### src/rtl/fetch_pc_queue.sv
// fetch_pc_queue: IF-stage fetch-PC generator with an in-order queue of
// aligned multi-instruction fetch groups feeding ICache/ID.
//
// Handshake: out_valid is high whenever the queue holds at least one group.
// A group is consumed on a cycle where out_valid && out_ready && !stall and
// no redirect is taking place. While it is not consumed, the head group and
// all out_* fields stay stable. When the queue is empty, out_pc, out_mask
// and out_branch keep their last value.
module fetch_pc_queue #(
    parameter int                    ADDR_WIDTH   = 32,
    parameter logic [ADDR_WIDTH-1:0] RESET_VECTOR = 32'h1c000000,
    parameter int                    FETCH_WIDTH  = 2,
    parameter int                    QUEUE_DEPTH  = 4
) (
    input  logic                   clk,
    input  logic                   rst,
    input  logic                   flush,
    input  logic [ADDR_WIDTH-1:0]  flush_pc,
    input  logic                   branch,
    input  logic [ADDR_WIDTH-1:0]  predict_pc,
    input  logic                   stall,
    input  logic                   out_ready,
    output logic                   out_valid,
    output logic [ADDR_WIDTH-1:0]  out_pc,
    output logic [FETCH_WIDTH-1:0] out_mask,
    output logic                   out_branch
);

    localparam int GB    = FETCH_WIDTH * 4;
    localparam int PTR_W = $clog2(QUEUE_DEPTH);
    localparam int CNT_W = PTR_W + 1;

    logic [ADDR_WIDTH-1:0]  pc_q, pc_d;
    logic                   br_pend_q, br_pend_d;
    logic [PTR_W-1:0]       rd_q, rd_d, wr_q, wr_d;
    logic [CNT_W-1:0]       cnt_q, cnt_d;
    logic [ADDR_WIDTH-1:0]  out_pc_q, out_pc_d;
    logic [FETCH_WIDTH-1:0] out_mask_q, out_mask_d;
    logic                   out_br_q, out_br_d;

    logic [ADDR_WIDTH-1:0]  q_pc   [QUEUE_DEPTH];
    logic [FETCH_WIDTH-1:0] q_mask [QUEUE_DEPTH];
    logic                   q_br   [QUEUE_DEPTH];

    logic                   redirect;
    logic [ADDR_WIDTH-1:0]  redirect_pc;
    logic [ADDR_WIDTH-1:0]  slot_off;
    logic [ADDR_WIDTH-1:0]  grp_base;
    logic [FETCH_WIDTH-1:0] cur_mask;
    logic                   full;
    logic                   push;
    logic                   pop;

    // Redirect selection (flush beats branch) and fetch-group geometry of pc_q
    always_comb begin
        redirect    = flush | branch;
        redirect_pc = (flush ? flush_pc : predict_pc) & ~ADDR_WIDTH'(3);
        slot_off    = (pc_q >> 2) & ADDR_WIDTH'(FETCH_WIDTH - 1);
        grp_base    = pc_q & ~ADDR_WIDTH'(GB - 1);
        cur_mask    = '0;
        for (int i = 0; i < FETCH_WIDTH; i++) begin
            cur_mask[i] = (ADDR_WIDTH'(i) >= slot_off);
        end
        full      = (cnt_q == CNT_W'(QUEUE_DEPTH));
        out_valid = (cnt_q != '0);
        pop       = out_valid && out_ready && !stall && !redirect;
        push      = !redirect && (!full || pop);
    end

    // Next-state for PC, branch tag, queue pointers and head output registers
    always_comb begin
        pc_d       = pc_q;
        br_pend_d  = br_pend_q;
        rd_d       = rd_q;
        wr_d       = wr_q;
        cnt_d      = cnt_q;
        out_pc_d   = out_pc_q;
        out_mask_d = out_mask_q;
        out_br_d   = out_br_q;
        if (redirect) begin
            pc_d      = redirect_pc;
            br_pend_d = !flush;
            rd_d      = '0;
            wr_d      = '0;
            cnt_d     = '0;
        end else begin
            if (push) begin
                pc_d      = grp_base + ADDR_WIDTH'(GB);
                br_pend_d = 1'b0;
                wr_d      = wr_q + PTR_W'(1);
            end
            if (pop) begin
                rd_d = rd_q + PTR_W'(1);
            end
            cnt_d = cnt_q + CNT_W'(push) - CNT_W'(pop);
            // Head after this edge: an already-queued entry if one survives
            // the pop, otherwise the group being pushed now.
            if ((cnt_q > CNT_W'(1)) || (cnt_q == CNT_W'(1) && !pop)) begin
                out_pc_d   = q_pc[rd_d];
                out_mask_d = q_mask[rd_d];
                out_br_d   = q_br[rd_d];
            end else if (push) begin
                out_pc_d   = pc_q;
                out_mask_d = cur_mask;
                out_br_d   = br_pend_q;
            end
        end
    end

    // State registers with synchronous reset
    always_ff @(posedge clk) begin
        if (rst) begin
            pc_q       <= RESET_VECTOR;
            br_pend_q  <= 1'b0;
            rd_q       <= '0;
            wr_q       <= '0;
            cnt_q      <= '0;
            out_pc_q   <= '0;
            out_mask_q <= '0;
            out_br_q   <= 1'b0;
        end else begin
            pc_q       <= pc_d;
            br_pend_q  <= br_pend_d;
            rd_q       <= rd_d;
            wr_q       <= wr_d;
            cnt_q      <= cnt_d;
            out_pc_q   <= out_pc_d;
            out_mask_q <= out_mask_d;
            out_br_q   <= out_br_d;
        end
    end

    // Queue storage write; contents are only meaningful between rd and wr
    always_ff @(posedge clk) begin
        if (!rst && push) begin
            q_pc[wr_q]   <= pc_q;
            q_mask[wr_q] <= cur_mask;
            q_br[wr_q]   <= br_pend_q;
        end
    end

    assign out_pc     = out_pc_q;
    assign out_mask   = out_mask_q;
    assign out_branch = out_br_q;

endmodule

### config.mk
export PLATFORM = sky130hd
export DESIGN_NAME = fetch_pc_queue
export DESIGN_NICKNAME = d
export VERILOG_FILES = /design/src/rtl/fetch_pc_queue.sv
export SDC_FILE = /design/constraint.sdc
export NUM_CORES = 1
export LEC_CHECK = 0
export ABC_AREA = 1
export CORE_UTILIZATION = 35
export DETAILED_ROUTE_END_ITERATION = 12
export DONT_BUFFER_PORTS = 1
export MAX_ROUTING_LAYER = met4
export SYNTH_ARGS = -nofsm -noshare
export SYNTH_HDL_FRONTEND = slang
export SYNTH_SLANG_ARGS = --single-unit
### constraint.sdc
create_clock -name clk -period 3.9 [get_ports clk]
set_clock_uncertainty 0.2 [all_clocks]
set_input_delay 0.195 -clock clk [delete_from_list [all_inputs] [get_ports clk]]
set_output_delay 0.195 -clock clk [all_outputs]
set_load 0.02 [all_outputs]
## After elaboration in Yosys (flattened, before gate mapping)

Memory sizes are Yosys's and may differ from the RTL's.
Index checks and enable logic that the tools add are counted.

| cells by class | value |
|---|---|
| add/subtract/negate cells | 5 |
| $lt $le $gt $ge | 3 |
| equality and inequality tests | 2 |
| multiplexer cells | 15 |
| bitwise operators | 2 |
| reduce and logical (&&, ||, !) cells | 19 |

Operator list:

| operator | number |
|---|---|
| 32-bit 2-to-1 mux | 5 |
| 32-bit by 4-bit adder with 32-bit output, second input constant | 1 |
| 2-bit 2-to-1 mux | 4 |
| 1-bit logical AND | 6 |
| 1-bit logical NOT | 6 |
| 1-bit 2-to-1 mux | 6 |
| 2-bit by 1-bit adder with 2-bit output, second input constant | 2 |
| 2-bit nonzero test | 2 |
| 3-bit by 1-bit adder with 3-bit output | 1 |
| 3-bit by 1-bit == test with 1-bit output, second input constant | 1 |
| 3-bit == test, second input constant | 1 |
| 3-bit by 1-bit greater-than comparator with 1-bit output, second input constant | 1 |
| 3-bit nonzero test | 1 |
| 3-bit by 1-bit subtractor with 3-bit output | 1 |
| 1-bit >= comparator, first input constant | 2 |
| 1-bit logical OR | 2 |
| 2-bit AND reduction | 1 |
| 2-bit OR reduction | 1 |
| 1-bit NOT | 1 |
| 1-bit bitwise OR | 1 |

| word-level totals | value |
|---|---|
| register bits | 75 |
| RAM bits | 140 |
| output and inout bits | 36 |
| logic and storage cells | 58 |
| memories | 3 |

Memory list:

| memory | words | width | rd ports | clocked after memory_dff | write ports | RTL line | text |
|---|---|---|---|---|---|---|---|
| q_pc | 4 | 32 | 1 | 0 | 1 | 41 | `logic [ADDR_WIDTH-1:0] q_pc [QUEUE_DEPTH];` |
| q_mask | 4 | 2 | 1 | 0 | 1 | 42 | `logic [FETCH_WIDTH-1:0] q_mask [QUEUE_DEPTH];` |
| q_br | 4 | 1 | 1 | 0 | 1 | 43 | `logic q_br [QUEUE_DEPTH];` |

## Depth between registers and ports, before layout

| depth | value |
|---|---|
| word-level depth | 9 |
| gate-level depth with buffers | 13 |
| gate-level depth less buffers | 13 |

## Least setup slack after synthesis

Ideal clock, no wire load.

| timing path | value |
|---|---|
| path kind | register to register |
| start | reg cnt_q[1] |
| end | mem q_br[0], enable pin |
| setup time | 421 ps |
| data arrival time | 2194 ps |
| data required time | 3279 ps |
| slack | 1085 ps |
| stages on the path, launching flop included | 7 |
| clock period less this slack | 2815 ps |
| cell sequence | dfxtp_1 > inv_1 > nand3_1 > nor2_4 > nor2_1 > nand2_1 > nor2_1 |

| on the way | value |
|---|---|
| cells in the longest elaborated chain, start to end | 9 |
| elaborated cells on any way between the ends | 11 |

RTL lines:

| item | RTL line | text |
|---|---|---|
| start: declaration | 36 | `logic [CNT_W-1:0] cnt_q, cnt_d;` |
| start signal: assignment | 126 | `cnt_q <= cnt_d;` |
| 3-bit nonzero test | 65 | `out_valid = (cnt_q != '0);` |
| 1-bit logical AND (3 in series) | 66 | `pop = out_valid && out_ready && !stall && !redirect;` |
| 1-bit logical OR (*) | 67 | `push = !redirect && (!full \|\| pop);` |
| 1-bit logical AND (*) | 67 |  |
| 1-bit logical AND (*) | 135 | `if (!rst && push) begin` |
| 1-bit 2-to-1 mux (*) | 135 |  |
| 1-bit 2-to-1 mux (not written as such) (*) | 138 | `q_br[wr_q] <= br_pend_q;` |
| end: declaration | 43 |  |

Mark *: on every way between the ends. The rest lies on a longest branch, timed or not.

## Worst setup path in the final report

| timing path | value |
|---|---|
| start | reg cnt_q[1] |
| end | reg pc_q[4] |

| on the way | value |
|---|---|
| cells in the longest elaborated chain, start to end | 7 |
| elaborated cells on any way between the ends | 9 |

RTL lines:

| item | RTL line | text |
|---|---|---|
| 3-bit nonzero test | 65 |  |
| 1-bit logical AND (3 in series) | 66 |  |
| 1-bit logical OR (*) | 67 |  |
| 1-bit logical AND (*) | 67 |  |
| 2-bit nonzero test (no line) (*) | - |  |
| end signal: assignment | 122 | `pc_q <= pc_d;` |
| end: declaration | 33 | `logic [ADDR_WIDTH-1:0] pc_q, pc_d;` |

Marks and branches as above.
A chain may end at the register's enable or synchronous reset.

==> summary.md <==
| Metric | Value |
|---|---|
| Max IR drop VDD | 264 uV |
| Initial antenna violation count | 0 |
| Sequential area share after synthesis | 0.587 |
| Largest net degree at the start of global routing | 58 |
| Reg clk slew, reported paths | 0.07 ns |
| Pre-CTS setup slack | 1.03 ns |
| CP delay by family, top | buffers and inverters |
| Top cells by area, synth | edfxtp_1 (43%), dfxtp_1 (16%), nand2_1 (9.3%), nand3_1 (6.8%), a21oi_1 (4.7%) |
| Register bit total from synthesis | 199 |
| Most common cell after layout, fill and taps aside | nand2_1 |
| Worst Setup End Kind | flop |
| Buf/Inv on CP | 4 |
| First-pass GRT wire length | 37700 um |
| Comb power frac | 0.062 |
| Fraction of layout cells with a size suffix above 1 | 0.0805 |
| CP max stage cell | dlygate4sd3_1 |
| Row cnt | 58 |
| Root Buffer | clkbuf_16 |
| Clock Sinks | 199 |
| Worst Tran Pin Value | 0.848 ns |
| Vias in the first global route | 6718 |
| Min-Delay Endpoint | q_pc[2][22] |
| IO Pins | 106 |
| Pint | 3.52 mW |
| Post-CTS Setup Inserts | 0 |
| Yosys cell types | 42 |
| Routability cong. | 0.849 |
| Reg2reg end | pc_q[4] |
| GRT Util Overall | 0.196 |
| CTS resizes | 0 |
| Final setup slack of the worst path | 0.970 ns |
| Synth top area share | 0.428 |
| Reg-to-reg startpoint | cnt_q[1] |
| Overall power | 4.60 mW |
| Vias | 7028 |
| First-pass detailed-route iteration total | 5 |
| Port bufs | 0 |
| Drt wl/cell | 17.8 um |
| H-tree depth | 4 |
| Crit share post-route | 0.751 |
| ANT cells | 0 |
| HPWL Detailed | 14600 um |
| Unrepaired setup endpoints after global routing | false |
| Die W | 162 um |
| DR vias/cell | 5.21 |
| Crit path max fanout | 51 |
| Switch share | 0.235 |
| Setup Viol. Count Final | 0 |
| Seq pwr share | 0.522 |
| Nets | 1086 |
| HP Class | in2reg |
| Most frequent cells in the layout | nand2_1 (223), edfxtp_1 (128), nand3_1 (121), a21oi_1 (84), dfxtp_1 (71) |
| Area after DPL | 9270 um2 |
| Outcome | finished, final reports clean |
| Syn Area/Cell | 9.36 um2 |
| Drt drc | 0 |
| Final wirelength | 24000 um |
| Fillers | 2405 |
| WS Path Type | reg2reg |
| Achievable frequency | 341 MHz |
| DIE AREA | 26300 um2 |
| Critical Path Start Type | flop |
| Setup TNS | 0 ns |
| Initial Utilization | 0.356 |
| Hold_sp | rst |
| R2R depth | 9 |
| Antenna-violating nets left | 0 |
| Vert. Die Dim | 162 um |
| Area grow syn2layout | 17.7% |
| Data required, critical path | 4.03 ns |
| Crit path time final | 2.93 ns |
| Gr ovfl total | 0 |
| Crit path DAT | 3.06 ns |
| Clock buffer depth | 2 |
| Hold buffers post-CTS | 64 |
| CP Launch Point | cnt_q[1] |
| Slowest stage delay, CP | 0.60 ns |
| CTS buffer count | 17 |
| Slew headroom | 0.434 |
| Worst-skew pair later-pin latency | 0.44 ns |
| Syn Std Cell Area | 8970 um2 |
| Final Slew Violations | 0 |
| Crit path cell chain | inv_1 > nand3_1 > nor2_4 > inv_2 > nor2_4 > inv_2 > o21ai_0 > a41oi_1 > dlygate4sd3_1 |
| Max-cap viol count | 0 |
| Number of synthesis warnings | 0 |
| WHS Path Cells | 3 |
| Core area | 25200 um2 |
| Clock share of power | 0.415 |
| CTS tree | yes |
| Pwr Density | 436 nW/um2 |
| Finished Cell Area | 10600 um2 |
| Pleak | 3.85 nW |
| Fin. Hold Viols | 0 |
| Psw | 1.08 mW |
| Register-to-register setup slack | 0.97 ns |
| Synthesized netlist cell count | 958 |
| Cell accounting for the most synthesized area | edfxtp_1 |
| Iter 0 DRT Violations | 546 |
[Yosys cell counts]
master	count
nor2_1	46
xnor2_1	1
edfxtp_1	128
or2_2	2
buf_2	18
inv_2	7
a31oi_1	9
a21oi_4	1
nand4_1	6
ha_1	9
xor2_1	6
nor2_2	1
o21ai_2	1
a22o_1	2
a221oi_1	1
dfxtp_1	71
buf_1	5
o211ai_1	3
o21bai_1	2
nand2_1	223
nand3_1	121
inv_1	54
a211oi_1	1
conb_1	1
nor2_4	5
nand3b_1	4
a22oi_1	26
clkinv_1	1
nor3_4	1
nand3_2	3
nand2_2	6
buf_6	4
clkbuf_1	24
o21ai_0	56
nand4_2	1
a21oi_1	84
nor3b_1	1
buf_4	3
fa_1	1
nor3_1	11
a41oi_1	1
o21ai_1	7
[power groups by stage]
stage	registers (mW)	logic, mW	clock network, mW
6_report	2.40	0.286	1.91
4_1_cts	2.40	0.287	1.94
5_1_grt	2.41	0.320	2.03
3_3_place_gp	2.45	0.213	0
2_1_floorplan	2.42	0.160	0
3_5_place_dp	2.45	0.217	0
[cell type report]
class / count / area (um2) / area share
clock buffer: 17 / 425 / 0.0403
clock inverter: 15 / 216 / 0.0205
inverter: 62 / 233 / 0.0220
multi-input combinational: 644 / 3220 / 0.305
sequential: 199 / 5270 / 0.499
tap: 330 / 413 / 0.0391
timing repair buffer: 82 / 786 / 0.0744
[registers in the layout (all words and copies together), names as in the netlist, 2 cells and up]
name / cells
cnt_q: 3
out_mask: 2
out_pc: 30
pc_q: 30
q_br: 4
q_mask: 4
q_pc: 120
rd_q: 2
wr_q: 2
[worst reg2reg max path, cell delays in order (launching register included)]
cell	delay [ns]
dfxtp_1	0.31
inv_1	0.17
nand3_1	0.15
nor2_4	0.29
inv_2	0.14
nor2_4	0.21
inv_2	0.37
o21ai_0	0.33
a41oi_1	0.06
dlygate4sd3_1	0.60
[cells by family (layout without fill, tap and decap cells)]
group | Yosys count | after routing | share of synthesized area
adder cells (fa/ha/maj) | 10 | 10 | 0.0148
XOR/XNOR | 7 | 7 | 0.00683
AND/OR/NAND/NOR | 431 | 431 | 0.214
buffers and inverters | 116 | 176 | 0.0556
AO/OA/AOI/OAI | 194 | 194 | 0.122
other | 1 | 2 | 0.000418
flip-flops | 199 | 199 | 0.587
[per-layer routing]
layer  vias up  wire length, um  GRT usage  share of wire
li1       3422                -          -              -
met4         0              403     0.0536          0.017
met2       226            11200      0.306           0.47
met5         -                0          -              0
met1      3350            11000      0.258           0.46
met3        30             1420     0.0403          0.059
[how the worst max path moves through the flow]
| stage | end | cells past startpoint | slack, ns |
|---|---|---|---|
| after floorplan | q_br[0] | 6 | 1.08 |
| after global placement | out_pc[2] | 11 | 1.09 |
| after detailed placement | out_pc[2] | 11 | 1.03 |
| after CTS | pc_q[4] | 9 | 0.97 |
| after global routing | pc_q[4] | 9 | 0.74 |
| final | pc_q[4] | 9 | 0.97 |
[through the flow]
stage | hold slack, ns | cells | util
detailed placement | 0.0701 | 1253 | 0.368
CTS | 0.0688 | 1349 | 0.419
global placement | 0.0694 | 1253 | 0.368
finish | 0.0938 | 1349 | 0.419
floorplan | 0.164 | 959 | -
global route | 0.126 | 1349 | 0.419
(Power assumes the default switching activity.)
